File: src/rtl/riscv_pkg.sv
// Shared definitions for the fetch stage: widths, the NOP encoding,
// the fetch FSM state type and the default reset PC.
package riscv_pkg;

  localparam int XLEN = 64;
  localparam int ILEN = 32;

  // addi x0, x0, 0
  localparam logic [ILEN-1:0] NOP = 32'h0000_0013;

  localparam logic [XLEN-1:0] RESET_PC_DEFAULT = 64'h0;

  typedef enum logic [1:0] {
    IDLE,
    FETCH,
    DRAIN
  } fstate_e;

endpackage

File: src/rtl/riscv_fetchq.sv
// Fetch queue: small synchronous FIFO of {pc, inst} pairs.
// The head entry is read straight out of the storage registers so the
// fetch stage outputs never pass through combinational logic from inputs.
module riscv_fetchq
  import riscv_pkg::*;
#(
  parameter int DEPTH = 2,
  localparam int AW = $clog2(DEPTH),
  localparam int CW = $clog2(DEPTH + 1)
) (
  input  logic            clk,
  input  logic            rst,
  input  logic            push,
  input  logic            pop,
  input  logic            clear,
  input  logic [XLEN-1:0] push_pc,
  input  logic [ILEN-1:0] push_inst,
  output logic [XLEN-1:0] head_pc,
  output logic [ILEN-1:0] head_inst,
  output logic            full,
  output logic            empty,
  output logic [CW-1:0]   count
);

  logic [XLEN+ILEN-1:0] store [DEPTH];
  logic [AW-1:0]        wr_ptr;
  logic [AW-1:0]        rd_ptr;
  logic                 do_push;
  logic                 do_pop;

  assign full    = (count == CW'(DEPTH));
  assign empty   = (count == '0);
  assign do_pop  = pop & ~empty;
  // A full queue still accepts a push when the head leaves in the same cycle.
  assign do_push = push & (~full | do_pop);

  assign {head_pc, head_inst} = store[rd_ptr];

  // Entry storage; no reset needed, occupancy is tracked by count.
  always_ff @(posedge clk) begin
    if (do_push) begin
      store[wr_ptr] <= {push_pc, push_inst};
    end
  end

  // Pointer and occupancy bookkeeping; DEPTH is a power of two so pointers wrap naturally.
  always_ff @(posedge clk or posedge rst) begin
    if (rst) begin
      wr_ptr <= '0;
      rd_ptr <= '0;
      count  <= '0;
    end else if (clear) begin
      wr_ptr <= '0;
      rd_ptr <= '0;
      count  <= '0;
    end else begin
      if (do_push) wr_ptr <= wr_ptr + AW'(1);
      if (do_pop)  rd_ptr <= rd_ptr + AW'(1);
      count <= count + CW'(do_push) - CW'(do_pop);
    end
  end

endmodule

File: src/rtl/riscv_fstage.sv
// RISC-V fetch stage: issues in-order instruction-memory requests, tracks
// outstanding responses, buffers returned words in a small queue and
// presents them to decode. Redirects discard stale in-flight responses
// by counting them down in the DRAIN state.
module riscv_fstage
  import riscv_pkg::*;
#(
  parameter logic [XLEN-1:0] RESET_PC = RESET_PC_DEFAULT,
  parameter int              QDEPTH   = 2
) (
  input  logic            i_riscv_clk,
  input  logic            i_riscv_rst,
  input  logic            i_riscv_fstage_stall,
  input  logic            i_riscv_fstage_flush,
  input  logic [XLEN-1:0] i_riscv_fstage_redirpc,
  output logic            o_riscv_fstage_imem_req,
  output logic [XLEN-1:0] o_riscv_fstage_imem_addr,
  input  logic            i_riscv_fstage_imem_gnt,
  input  logic            i_riscv_fstage_imem_rvalid,
  input  logic [ILEN-1:0] i_riscv_fstage_imem_rdata,
  output logic            o_riscv_fstage_valid,
  output logic [ILEN-1:0] o_riscv_fstage_inst,
  output logic [XLEN-1:0] o_riscv_fstage_pc,
  output logic [XLEN-1:0] o_riscv_fstage_pcplus4
);

  localparam int CW = $clog2(QDEPTH + 1);

  fstate_e         state;
  logic [XLEN-1:0] fetch_pc;
  logic [XLEN-1:0] resp_pc;     // PC belonging to the next live response
  logic [CW-1:0]   outst;
  logic [CW-1:0]   drop;
  logic [CW-1:0]   drop_after;
  logic [CW-1:0]   drop_next;
  logic [CW-1:0]   q_count;
  logic [CW:0]     inflight;
  logic            q_full;
  logic            q_empty;
  logic [XLEN-1:0] head_pc;
  logic [ILEN-1:0] head_inst;
  logic            granted;
  logic            drop_hit;
  logic            live_rsp;
  logic            push;
  logic            pop;
  logic [XLEN-1:0] redir_aligned;

  // Requests depend only on registered state, so req/addr stay put until granted.
  assign inflight = {1'b0, outst} + {1'b0, q_count};
  assign o_riscv_fstage_imem_req  = (state == FETCH) && !q_full && (inflight < (CW+1)'(QDEPTH));
  assign o_riscv_fstage_imem_addr = fetch_pc;

  assign granted       = o_riscv_fstage_imem_req & i_riscv_fstage_imem_gnt;
  assign drop_hit      = i_riscv_fstage_imem_rvalid & (drop != '0);
  assign live_rsp      = i_riscv_fstage_imem_rvalid & (drop == '0) & (state != IDLE);
  assign push          = live_rsp & ~i_riscv_fstage_flush;
  assign pop           = o_riscv_fstage_valid & ~i_riscv_fstage_stall;
  assign redir_aligned = i_riscv_fstage_redirpc & ~64'd3;
  assign drop_after    = drop - CW'(drop_hit);

  // On a redirect every still-live request (incl. one granted now, minus a response
  // returning now, which is simply discarded) becomes a stale one to drop.
  always_comb begin
    drop_next = drop_after;
    if (i_riscv_fstage_flush) begin
      drop_next = drop_after + outst + CW'(granted) - CW'(live_rsp);
    end
  end

  // Fetch FSM, fetch/response PCs and the outstanding/drop counters.
  always_ff @(posedge i_riscv_clk or posedge i_riscv_rst) begin
    if (i_riscv_rst) begin
      state    <= IDLE;
      fetch_pc <= RESET_PC;
      resp_pc  <= RESET_PC;
      outst    <= '0;
      drop     <= '0;
    end else begin
      drop <= drop_next;
      if (state == IDLE) begin
        state <= FETCH;
      end else begin
        state <= (drop_next != '0) ? DRAIN : FETCH;
      end
      if (i_riscv_fstage_flush) begin
        fetch_pc <= redir_aligned;
        resp_pc  <= redir_aligned;
        outst    <= '0;
      end else begin
        if (granted) fetch_pc <= fetch_pc + 64'd4;
        if (push)    resp_pc  <= resp_pc + 64'd4;
        outst <= outst + CW'(granted) - CW'(push);
      end
    end
  end

  riscv_fetchq #(
    .DEPTH(QDEPTH)
  ) u_fetchq (
    .clk       (i_riscv_clk),
    .rst       (i_riscv_rst),
    .push      (push),
    .pop       (pop),
    .clear     (i_riscv_fstage_flush),
    .push_pc   (resp_pc),
    .push_inst (i_riscv_fstage_imem_rdata),
    .head_pc   (head_pc),
    .head_inst (head_inst),
    .full      (q_full),
    .empty     (q_empty),
    .count     (q_count)
  );

  assign o_riscv_fstage_valid   = ~q_empty;
  assign o_riscv_fstage_inst    = o_riscv_fstage_valid ? head_inst : NOP;
  assign o_riscv_fstage_pc      = o_riscv_fstage_valid ? head_pc : '0;
  assign o_riscv_fstage_pcplus4 = o_riscv_fstage_pc + 64'd4;

endmodule

File: config.mk
export PLATFORM = sky130hd
export DESIGN_NAME = riscv_fstage
export DESIGN_NICKNAME = d
export VERILOG_FILES = /design/src/rtl/riscv_pkg.sv /design/src/rtl/riscv_fetchq.sv /design/src/rtl/riscv_fstage.sv
export SDC_FILE = /design/constraint.sdc
export NUM_CORES = 1
export LEC_CHECK = 0
export ABC_AREA = 1
export CAP_MARGIN = 20
export CORE_ASPECT_RATIO = 0.7
export CORE_MARGIN = 2
export CORE_UTILIZATION = 42
export DETAILED_ROUTE_END_ITERATION = 6
export DONT_BUFFER_PORTS = 1
export PLACE_DENSITY = 0.63
export SLEW_MARGIN = 25
export SYNTH_ARGS = -nofsm -noshare
export SYNTH_HDL_FRONTEND = slang
export SYNTH_SLANG_ARGS = --single-unit
File: constraint.sdc
create_clock -name i_riscv_clk -period 8.3 [get_ports i_riscv_clk]
set_clock_uncertainty 0.15 [all_clocks]
set_input_delay 1.245 -clock i_riscv_clk [delete_from_list [all_inputs] [get_ports i_riscv_clk]]
set_output_delay 1.245 -clock i_riscv_clk [all_outputs]
set_load 0.02 [all_outputs]
==> flow_results.org, run 1 <==
** Placed design
- Number of placed instances with taps included :: 3318
- Once detailed placement completed, the half-perimeter wirelength came to between 50 and 60 mm.
- The congestion estimate from routability-driven global placement came to 0.977.
- I/O Buffers :: 0

** Global routing
- The total overflow left after global routing is 0.
- The number of antenna violations at the first check in global routing is 0.
- Global routing consumed, over all layers together, 27.5% of the routing resources.
- Number of global-route vias before repair :: 16600
- The first global-routing pass estimated approximately 100 mm of wire.
- Entering global routing, the biggest net connects 95 pins.

** Floorplanning
- Die footprint :: a little under 50000 um^2
- Core ar. :: 46600 um^2
- Core Rows :: 66
- Width of the die :: between 200 and 300 um
- The initial utilization of the core area, before any placement, comes to 42.6%.
- Die Y-Extent :: 186 um
- Count of pins on the block boundary :: around 330

** Route
- Routed WL per cell :: 20.4 um
- Via-to-Cell Ratio :: 5.33
- Number of remaining DRC errors :: 0
- In this run the remaining antenna-violating nets after routing total 0.
- The first routing iteration left ~2000 violations.
- The first TritonRoute pass finished after 5 iterations.
- Number of vias after detailed routing :: around 18000
- After detailed routing, the total wire length is 68.9 mm.

** Final layout
- The top cell types in the final layout, fill and taps aside, are nand2_1, inv_1, nor2_1.
- Most common library cell in the layout ignoring fill and taps :: nand2_1
- Growth of design area from synthesis to finish :: 9.25%
- After the flow finishes, the layout carries non-filler instances totaling between 3000 and 4000.
- Cells with a size suffix above 1 make up 5.02% of the layout.
- The final layout contains 2857 nets.

** Logic synthesis
- Post-synthesis instance total :: ~2800
- For this run, the number of Yosys warnings is 0.
- By area the synthesized netlist is led by edfxtp_1, nand2_1, dfrtp_1.
- Synthesized-area fraction occupied by adder cells :: 0.769%
- Cell accounting for the most synthesized area :: edfxtp_1
- Compound-Gate Fraction of Synth Area :: 4.86%
- After Yosys synthesis, and, or, nand and nor cells account for 35.9% of the synthesized area.
- Synthesized-area fraction occupied by xor and xnor cells :: 3.75%
- #FFs+latches synth :: 322
- Of the post-synthesis cell area, the part taken by muxes is 0%.
- Avg Inst Size Synth :: 7.18 um^2
- Seq/Total Area, Yosys :: 45.3%
- The number of different library cells used by synthesis comes to 37.
- By area, the combinational part of the netlist is dominated by simple AND/OR/NAND/NOR gates.
- Summed over its instances, the top area cell type makes up 28.5% of the synthesized netlist area.
- Synth Cell Area :: 19800 um^2

** Critical path
- In this run the critical register-to-register path is captured at o_riscv_fstage_imem_addr[23].
- Start of the worst register-to-register path :: outst[0]
- STA puts the critical path data arrival time at 4.50 ns.
- Startpoint type of the worst setup path :: register
- Type of the worst setup path :: register to output pin
- Of all nets on the critical path, the largest fanout is 94.
- Data on the critical path is required at its endpoint by between 6 and 7 ns.
- The worst setup path is captured at an output pin.
- R2R setup slack :: ~4.3 ns
- Worst Reg2Reg Path Length in Cells :: 12

** STA
- Hold violation total from the final report :: 0
- Number of slew-limit violations in the final report :: 0
- Remaining max-slew budget at the tightest pin :: 35.4%
- At the pin with the least slew margin, the transition time is 0.967 ns.
- Setup violations, final :: 0
- Minimum clock period after layout :: 5.90 ns
- For this run, the top clock speed supported by timing is 170 MHz.
- Share of the cycle needed by the critical path after routing :: 71.1%
- Total negative setup slack :: 0 ns
- Setup repair after global routing missed its margin :: no

** Job
- Max-cap violation count :: 0

** Clocking
- Resized cells post-CTS :: 0
- CTS clk-pin slew, worst paths :: 0.06 ns
- CTS buffer count :: 35
- The longest clock path from root to sink contains 3 buffers.
- Setup Buffers After CTS :: 0
- Clock tree synthesis found a total of 322 sinks.
- CTS H-Tree Depth :: 2
- Source-to-sink clock delay at the later pin of the worst-skew pair :: 0.53 ns
- The number of hold buffers added after CTS was 0.
- The cell sitting at the root of the clock tree is a clkbuf_16.
- TritonCTS built the clock tree.

** Hold path
- Terminating pin of the worst hold path :: u_fetchq.store[0][83]
- The worst hold path passes through 0 cells.
- Launch point of the worst hold path :: resp_pc[51]
- The min-delay analysis places its worst path in the category register to register.

** Run status
- The flow ran to the end, and the final reports show no timing, DRC or antenna violations.

** Pwr
- PwrDens :: between 200 and 300 nW/um^2
- Leakage power :: 9.45 nW
- The worst-case IR drop observed on VDD is between 0.1 and 0.15 mV.
layout make-up:
| cell class | count | area [um^2] |
|---|---|---|
| antenna | 1 | 2.50 |
| clock buffer | 44 | 971 |
| multi-input combinational | 1987 | 9030 |
| tap | 612 | 766 |
| sequential | 322 | 9000 |
| timing repair buffer | 10 | 120 |
| inverter | 388 | 1470 |
| fill | 4716 | 24900 |
| clock inverter | 20 | 319 |
cell usage after synthesis, drive strengths merged:
library cell    n
ha              9
a21oi          43
nor2          403
clkbuf         28
fa              2
inv           388
o221ai          5
and3b           1
dfrtp         134
a31oi           2
o211ai         30
nand3b          3
nand2         988
nand3         214
o21a            1
nor3           51
o21bai          8
o21ai          80
edfxtp        188
conb            1
xnor2          14
or2             2
nand4          54
xor2           71
buf            42
worst max path at each step:
stage | startpoint | to | slack [ns] | depth (start not counted)
after floorplan | i_riscv_fstage_imem_rvalid | u_fetchq.store[0][0] | 1.90 | 4
after global placement | u_fetchq.rd_ptr | o_riscv_fstage_pcplus4[32] | 2.82 | 12
after detailed placement | u_fetchq.rd_ptr | o_riscv_fstage_pcplus4[32] | 2.82 | 12
after CTS | u_fetchq.rd_ptr | o_riscv_fstage_pcplus4[32] | 2.24 | 12
after global routing | u_fetchq.rd_ptr | o_riscv_fstage_pcplus4[32] | 2.12 | 12
final | u_fetchq.rd_ptr | o_riscv_fstage_pcplus4[32] | 2.40 | 12
through the flow:
| stage | worst slack [ns] | total power, mW | hold slack [ns] | utilization [%] | cell area, um^2 |
|---|---|---|---|---|---|
| 2_1_floorplan | 1.90 | 3.94 | 0.314 | - | 19900 |
| 3_3_place_gp | 2.82 | 4.42 | 0.358 | 43.7 | 20400 |
| 3_5_place_dp | 2.82 | 4.45 | 0.361 | 43.7 | 20400 |
| 4_1_cts | 2.24 | 6.23 | 0.378 | 46.5 | 21600 |
| 5_1_grt | 2.12 | 6.54 | 0.408 | 46.5 | 21700 |
| 6_report | 2.40 | 6.19 | 0.395 | 46.5 | 21700 |
worst max-delay path, stage by stage, from the launching register on:
cell	delay, ns
dfrtp_2	0.67
inv_6	0.65
nand2_1	0.11
nand2_1	0.11
nand2_2	0.18
inv_2	0.22
ha_1	0.33
inv_1	0.16
nor2_2	0.25
nand2_1	0.17
nor2_1	0.53
nand2_1	0.14
xor2_1	0.41
power breakdown:
part | switching (mW) | internal (mW) | total, mW
Combinational | 1.64 | 0.438 | 2.07
Clock | 0.676 | 1.08 | 1.76
Sequential | 0.404 | 1.95 | 2.36
Total | 2.72 | 3.48 | 6.19
sequential cells by signal, indices dropped and copies added, names as in the netlist:
signal,cells
outst,2
u_fetchq.count,2
o_riscv_fstage_imem_addr,62
state,2
u_fetchq.wr_ptr,1
drop,2
u_fetchq.rd_ptr,1
resp_pc,62
u_fetchq.store,188
logic make-up (layout without fill, tap and decap cells):
group / Yosys count / count (layout)
buffers and inverters: 458 / 462
adder cells (fa/ha/maj): 11 / 11
other: 1 / 7
XOR/XNOR: 85 / 85
flip-flops: 322 / 322
AND/OR/NAND/NOR: 1716 / 1716
AO/OA/AOI/OAI: 169 / 169
per-layer routing:
layer / global-route usage (%) / wire (um) / up-vias
met5: 0 / 0 / -
met2: 41.7 / 29800 / 693
met3: 7.92 / 6710 / 80
li1: - / - / 8686
met1: 39.2 / 31200 / 8588
met4: 5.36 / 1120 / 0
Power figures use the tool's default switching activity.
==> inputs of run 2 (changes only) <==
--- a/config.mk
+++ b/config.mk
@@ -12,7 +12,7 @@
 export CORE_UTILIZATION = 42
 export DETAILED_ROUTE_END_ITERATION = 6
 export DONT_BUFFER_PORTS = 1
-export PLACE_DENSITY = 0.63
+export PLACE_DENSITY = 0.66
 export SLEW_MARGIN = 25
 export SYNTH_ARGS = -nofsm -noshare
 export SYNTH_HDL_FRONTEND = slang
==> constraint.sdc (replaced) <==
create_clock -name i_riscv_clk -period 4.84 [get_ports i_riscv_clk]
set_clock_uncertainty 0.15 [all_clocks]
set_input_delay 0.726 -clock i_riscv_clk [delete_from_list [all_inputs] [get_ports i_riscv_clk]]
set_output_delay 0.726 -clock i_riscv_clk [all_outputs]
set_load 0.02 [all_outputs]
==> flow_results.org, run 2 (synthesized netlist as in run 1, its figures left out) <==
** Run status
- Status :: finished clean

** Critical path
- The endpoint identified for the worst register-to-register timing path is o_riscv_fstage_imem_addr[30].
- Cell family with most CP delay :: simple AND/OR/NAND/NOR gates
- Together, buffers and inverters on the worst path number 4.
- CP cell instances :: inv_4 -> nand2_1 -> nand2_1 -> nand2_2 -> inv_2 -> ha_1 -> inv_1 -> nor2_2 -> nand2_1 -> nor2_1 -> nand2_1 -> xor2_1 -> buf_4
- By startpoint and endpoint, the worst setup path is classified as register to output pin.
- At the worst endpoint, the arrival time is 3.45 ns.
- For this design, the slowest cell found on the critical path is dfrtp_2.
- Critical path's largest stage delay :: 0.48 ns
- Startpoint type of the worst setup path :: register
- Of all nets on the critical path, the largest fanout is 9.
- The worst setup path is captured at an output pin.
- In this run the critical register-to-register path is launched from outst[0].
- Worst Reg2Reg Path Length in Cells :: 13
- Counting stages on the worst path, the most repeated cell is nand2_1.
- Across all register-to-register paths, the minimum setup slack is 1.52 ns.
- Critical path required time :: 3.96 ns

** Route
- Before antenna repair, the detailed router went through 6 iterations.
- The routed design has around 70 mm of wire.
- The detail route stage leaves a number of antenna-violating nets equal to 0.
- Via-to-Cell Ratio :: roughly 5.4
- The routed layout has approximately 18000 vias.
- 1st-iter DRT viols :: 1872
- In the routed design, unresolved DRC markers number 0.
- Routed WL per cell :: around 20 um

** Floorplanning
- Effective utilization at floorplan :: between 40 and 50%
- The die is between 200 and 300 um wide.
- Core ar. :: 46600 um^2
- Die footprint :: 49000 um^2
- Core Rows :: 66
- Pin placement for this block handled 328 I/O pins.
- Die Y-Extent :: 186 um

** Clocking
- Post-CTS timing repair inserted 0 buffers for setup.
- Worst-case clock buffer depth :: 3
- For this design, the CTS-stage hold fixing added 0 buffers.
- Resized cells post-CTS :: 0
- Clk sinks :: 322
- Clock-pin slew was measured on the worst setup and hold paths at roughly 0.070 ns.
- Source-to-sink clock delay at the later pin of the worst-skew pair :: approximately 0.55 ns
- CTS buffer count :: 34
- TritonCTS built the clock tree.
- Buffer cell driving the clock tree root :: clkbuf_16
- In this run the number of H-tree levels came out at 2.

** Hold path
- The path class of the tightest hold or removal check is primary input to asynchronous set/reset pin.

** Placed design
- Placer congestion estimate :: 0.985
- Number of placed instances with taps included :: 3339
- During placement, the flow inserted port buffers numbering 0.
- Estimated wirelength of the detail-placed design :: around 55 mm

** Final layout
- Compared with the post-synthesis result, the final layout area differs by 8.92%.
- Of the cells placed in the final design, the portion with a size suffix greater than 1 is 5.49%.
- The library cell used most frequently in the layout, excluding fill and tap cells, is nand2_1.
- After the last flow step, the layout net total stands at 2876.
- u_fetchq.store holds more flip-flops than any other register.
- After filler insertion, the fill cell instance count of the layout stands at 4740.
- Final standard cell count with taps included and fillers excluded :: 3400
- Commonest non-fill, non-tap cells in the layout :: nand2_1, inv_1, nor2_1
- The register with the most flip-flops in the layout has 188 of them.

** STA
- Remaining max-slew budget at the tightest pin :: between 40% and 50%
- Number of slew-limit violations in the final report :: 0
- Setup repair after global routing left no endpoint under its margin.
- For the pin with the worst max-slew slack, the measured transition is 0.887 ns.
- Across all hold checks on the routed design, the worst slack comes to ~0.030 ns.
- The hold violation count in the final report is 0.
- Setup violations, final :: 0
- Dividing the final minimum period by the clock period gives 89.5%.
- Adding up every negative setup slack in the final design gives 0 ns.
- Timing would allow up to 231 MHz.
- The clock period could shrink to around 4.3 ns.

** Pwr
- Power spread over the standard cell area amounts to 478 nW/um^2.
- VDD sags by at most 0.282 mV.
- In this run the static leakage power is roughly 9.4 nW.

** Global routing
- Global routing used 28.1% of the available tracks.
- Entering global routing, the biggest net connects between 90 and 100 pins.
- First-pass GRT wire length :: about 100 mm
- Initial antenna violation count :: 2
- Global route overflow :: 0
- Number of global-route vias before repair :: between 15000 and 20000

** Job
- Across the run, the number of max-cap violations was 0.
## run 2: report_power, final
| group | switching [mW] | internal, mW |
|---|---|---|
| clock | 1.12 | 1.47 |
| sequential | 0.674 | 3.35 |
| combinational | 2.90 | 0.827 |
| total | 4.69 | 5.65 |
## run 2: worst max path at each step
stage                                 start                         end  depth (start not counted)
after CTS                   u_fetchq.rd_ptr  o_riscv_fstage_pcplus4[20]                         10
after floorplan           u_fetchq.count[1]        u_fetchq.store[0][0]                          8
after global routing        u_fetchq.rd_ptr  o_riscv_fstage_pcplus4[20]                         10
after detailed placement    u_fetchq.rd_ptr  o_riscv_fstage_pcplus4[20]                         10
final                       u_fetchq.rd_ptr  o_riscv_fstage_pcplus4[32]                         13
after global placement      u_fetchq.rd_ptr  o_riscv_fstage_pcplus4[20]                         10
## run 2: metrics by stage
step | worst slack, ns | total power [mW] | util, % | cell area (um^2)
global placement | 1.01 | 7.72 | 44.1 | 20500
finish | 0.510 | 10.3 | 46.4 | 21600
global route | 0.192 | 10.9 | 46.4 | 21600
floorplan | -1.05 | 6.76 | - | 19900
detailed placement | 1.06 | 7.79 | 44.1 | 20500
CTS | 0.481 | 10.4 | 46.4 | 21600
## run 2: routing by layer
metal	GRT usage, %	share of wire [%]	vias up
li1	-	-	8743
met1	40.5	45	8626
met2	41.4	42	802
met3	8.12	11	101
met4	6.77	2.2	2
met5	0	0.017	-
## run 2: cell type report
cell class | count | area (um^2) | area share (%)
Antenna cell | 1 | 2.50 | 0.0116
Clock buffer | 48 | 937 | 4.34
Clock inverter | 12 | 139 | 0.643
Inverter | 388 | 1460 | 6.77
Multi-Input combinational cell | 1987 | 9030 | 41.8
Sequential cell | 322 | 9000 | 41.6
Tap cell | 612 | 766 | 3.54
Timing Repair Buffer | 30 | 275 | 1.27
==> inputs of run 3 (changes only) <==
--- a/config.mk
+++ b/config.mk
@@ -9,10 +9,10 @@
 export CAP_MARGIN = 20
 export CORE_ASPECT_RATIO = 0.7
 export CORE_MARGIN = 2
-export CORE_UTILIZATION = 42
+export CORE_UTILIZATION = 59
 export DETAILED_ROUTE_END_ITERATION = 6
 export DONT_BUFFER_PORTS = 1
-export PLACE_DENSITY = 0.66
+export PLACE_DENSITY = 0.85
 export SLEW_MARGIN = 25
 export SYNTH_ARGS = -nofsm -noshare
 export SYNTH_HDL_FRONTEND = slang
==> flow_results.org, run 3 (synthesized netlist as in run 1, its figures left out) <==
** Run status
- The run finished, with violations left.
- Violations in the final reports :: hold timing

** Route
- After detailed routing, the average wire length per cell comes to about 22 um.
- For this block, the via count after detailed routing is 19000.
- For this run, design rule violations remaining after detail routing come to 0.
- Once detail routing completed, the nets flagged for antenna violations numbered 0.
- For this run, the detailed router's first-pass iteration total came to 7.
- After detailed routing, the number of vias per cell comes to 5.88.
- The final layout contains routed wiring with a total length of 69.9 mm.
- 1st-iter DRT viols :: 2648

** Critical path
- STA classifies the critical path endpoint as an output pin.
- Setup crit start :: u_fetchq.count[1]
- The worst setup path is launched from a register.
- Worst Reg2Reg Path Length in Cells :: 16
- Start of the worst register-to-register path :: outst[0]
- Critical path required time :: between 3 and 4 ns
- R2R setup slack :: 1.43 ns
- Worst setup path end :: o_riscv_fstage_pcplus4[49]
- Endpoint arrival time on the critical path :: 3.70 ns
- Maximum fanout encountered on the critical timing path :: 36
- Type of the worst setup path :: register to output pin
- The endpoint identified for the worst register-to-register timing path is state[1].

** Global routing
- The first global-routing pass estimated 102 mm of wire.
- Initial antenna violation count :: 0
- Aggregate global-route resource usage :: 38.8%
- Global route overflow :: 0
- Pin count of the biggest net entering global routing :: a little over 100
- The number of global-route vias before repair came to 16900.

** Clocking
- Setup Buffers After CTS :: 0
- CTS clk-pin slew, worst paths :: 0.07 ns
- CTS built an H-tree with a depth of 1.
- The clock passes through at most 3 buffers.
- TritonCTS built the clock tree.
- Clk sinks :: 322
- Resized cells post-CTS :: 0
- Buffer cell driving the clock tree root :: clkbuf_16
- The number of hold buffers added after CTS was 0.
- Source-to-sink clock delay at the later pin of the worst-skew pair :: 0.59 ns
- CTS buffer count :: 31

** Pwr
- The analysis attributes to cell leakage a power of between 9 and 10 nW.
- For this design the ratio of total power to cell area is 484 nW/um^2.
- IR drop worst, VDD :: 0.369 mV
- PnR Total Power :: slightly above 10 mW

** Floorplanning
- The floorplan has 56 rows.
- Width of the die :: ~220 um
- Count of pins on the block boundary :: 328
- Effective utilization at floorplan :: 59.6%
- The die covers around 35000 um^2.
- In this run the vertical extent of the chip is approximately 160 um.
- Core ar. :: 33300 um^2

** Final layout
- Once layout is done, the placed cells without fillers occupy about 21000 um^2.
- Relative to the synthesized area, the layout overhead comes to 8.12%.
- Antenna diodes :: 0
- For this run, the number of standard cells in the final layout without fillers is 3224.
- After the last flow step, the layout net total stands at 2877.
- Fraction of layout instances using a drive strength above 1 :: 5.74%
- Number of flip-flops in the largest register :: 188
- In the layout the commonest cells are nand2_1, inv_1, nor2_1.
- Register with the highest flop count :: u_fetchq.store
- The library cell used most frequently in the layout, excluding fill and tap cells, is nand2_1.

** Hold path
- The path class of the tightest hold or removal check is primary input to asynchronous set/reset pin.

** Job
- Across the run, the number of max-cap violations was 0.

** STA
- Number of slew-limit violations in the final report :: 0
- Based on the critical path, the design can be clocked at up to 219 MHz.
- Remaining max-slew budget at the tightest pin :: between 30% and 40%
- Setup repair after global routing left no endpoint under its margin.
- Hold violation total from the final report :: 34
- The worst path uses 94.5% of the clock period.
- For the pin with the worst max-slew slack, the measured transition is 0.911 ns.
- Setup violations remaining at the end of the flow were counted as 0.
- The smallest clock period supported by the final layout is computed as approximately 4.6 ns.
- Final hold analysis gives a worst-case slack of -0.0496 ns.

** Placed design
- At the end of routability-driven placement, the weighted congestion stood at 1.04.
- Port buffering added 0 buffers.
- The HPWL after detailed placement is 54.6 mm.
- Number of placed instances with taps included :: approximately 3200
- Cell area after placement :: 20400 um^2
## run 3: cell count changes in the layout (fill, tap and decap cells not counted), moves of 3 or more
| cell | previous run | this run |
|---|---|---|
| bufinv_16 | 2 | 5 |
| clkbuf_1 | 10 | 1 |
| clkbuf_16 | 34 | 31 |
| clkinv_1 | 0 | 3 |
| clkinv_4 | 0 | 9 |
| clkinvlp_4 | 4 | 0 |
## run 3: worst min-delay path by stage
stage	from	to	slack, ns	cells after the start
floorplan	resp_pc[43]	u_fetchq.store[0][75]	0.31	0
global placement	resp_pc[43]	u_fetchq.store[1][75]	0.35	0
detailed placement	resp_pc[43]	u_fetchq.store[1][75]	0.36	0
CTS	i_riscv_fstage_flush	u_fetchq.count[0]	0.05	1
global route	i_riscv_rst	o_riscv_fstage_imem_addr[55]	0.02	1
finish	i_riscv_rst	o_riscv_fstage_imem_addr[55]	-0.05	1
## run 3: through the flow
step	util, %	setup TNS [ns]	worst slack (ns)
4_1_cts	64.5	0	0.409
3_5_place_dp	61.2	0	1.05
2_1_floorplan	-	-197.70	-1.05
3_3_place_gp	61.2	0	1.12
6_report	64.5	0	0.266
5_1_grt	64.5	0	0.113
## run 3: layer usage
metal / track usage [%] / vias up / routed length, um
li1: - / 8717 / -
met1: 56.7 / 8914 / 29900
met2: 55.7 / 1197 / 28800
met3: 13.2 / 135 / 9640
met4: 7.70 / 2 / 1470
met5: 1.96 / - / 97
## run 3: critical path, cell delays in order, from the launching register on
cell	delay, ns
dfrtp_1	0.44
inv_2	0.07
nand2_4	0.33
buf_4	0.48
nand3_2	0.31
nor2_1	0.23
nand2_1	0.13
nor2_1	0.18
inv_1	0.07
nor2_1	0.47
nand3_1	0.13
nand2_1	0.09
nand2_1	0.14
## run 3: cell type report
type / count / area [um^2]
Fill cell: 2818 / 11800
Multi-Input combinational cell: 1987 / 9030
Sequential cell: 322 / 9000
Inverter: 388 / 1470
Clock buffer: 33 / 793
Tap cell: 435 / 544
Timing Repair Buffer: 34 / 330
Clock inverter: 25 / 292
## run 3: power breakdown
part / total [mW] / leakage (nW) / switching, mW / internal, mW
Clock: 2.60 / 0.536 / 1.13 / 1.47
Sequential: 4.02 / 3.34 / 0.674 / 3.35
Combinational: 3.77 / 5.62 / 2.94 / 0.825
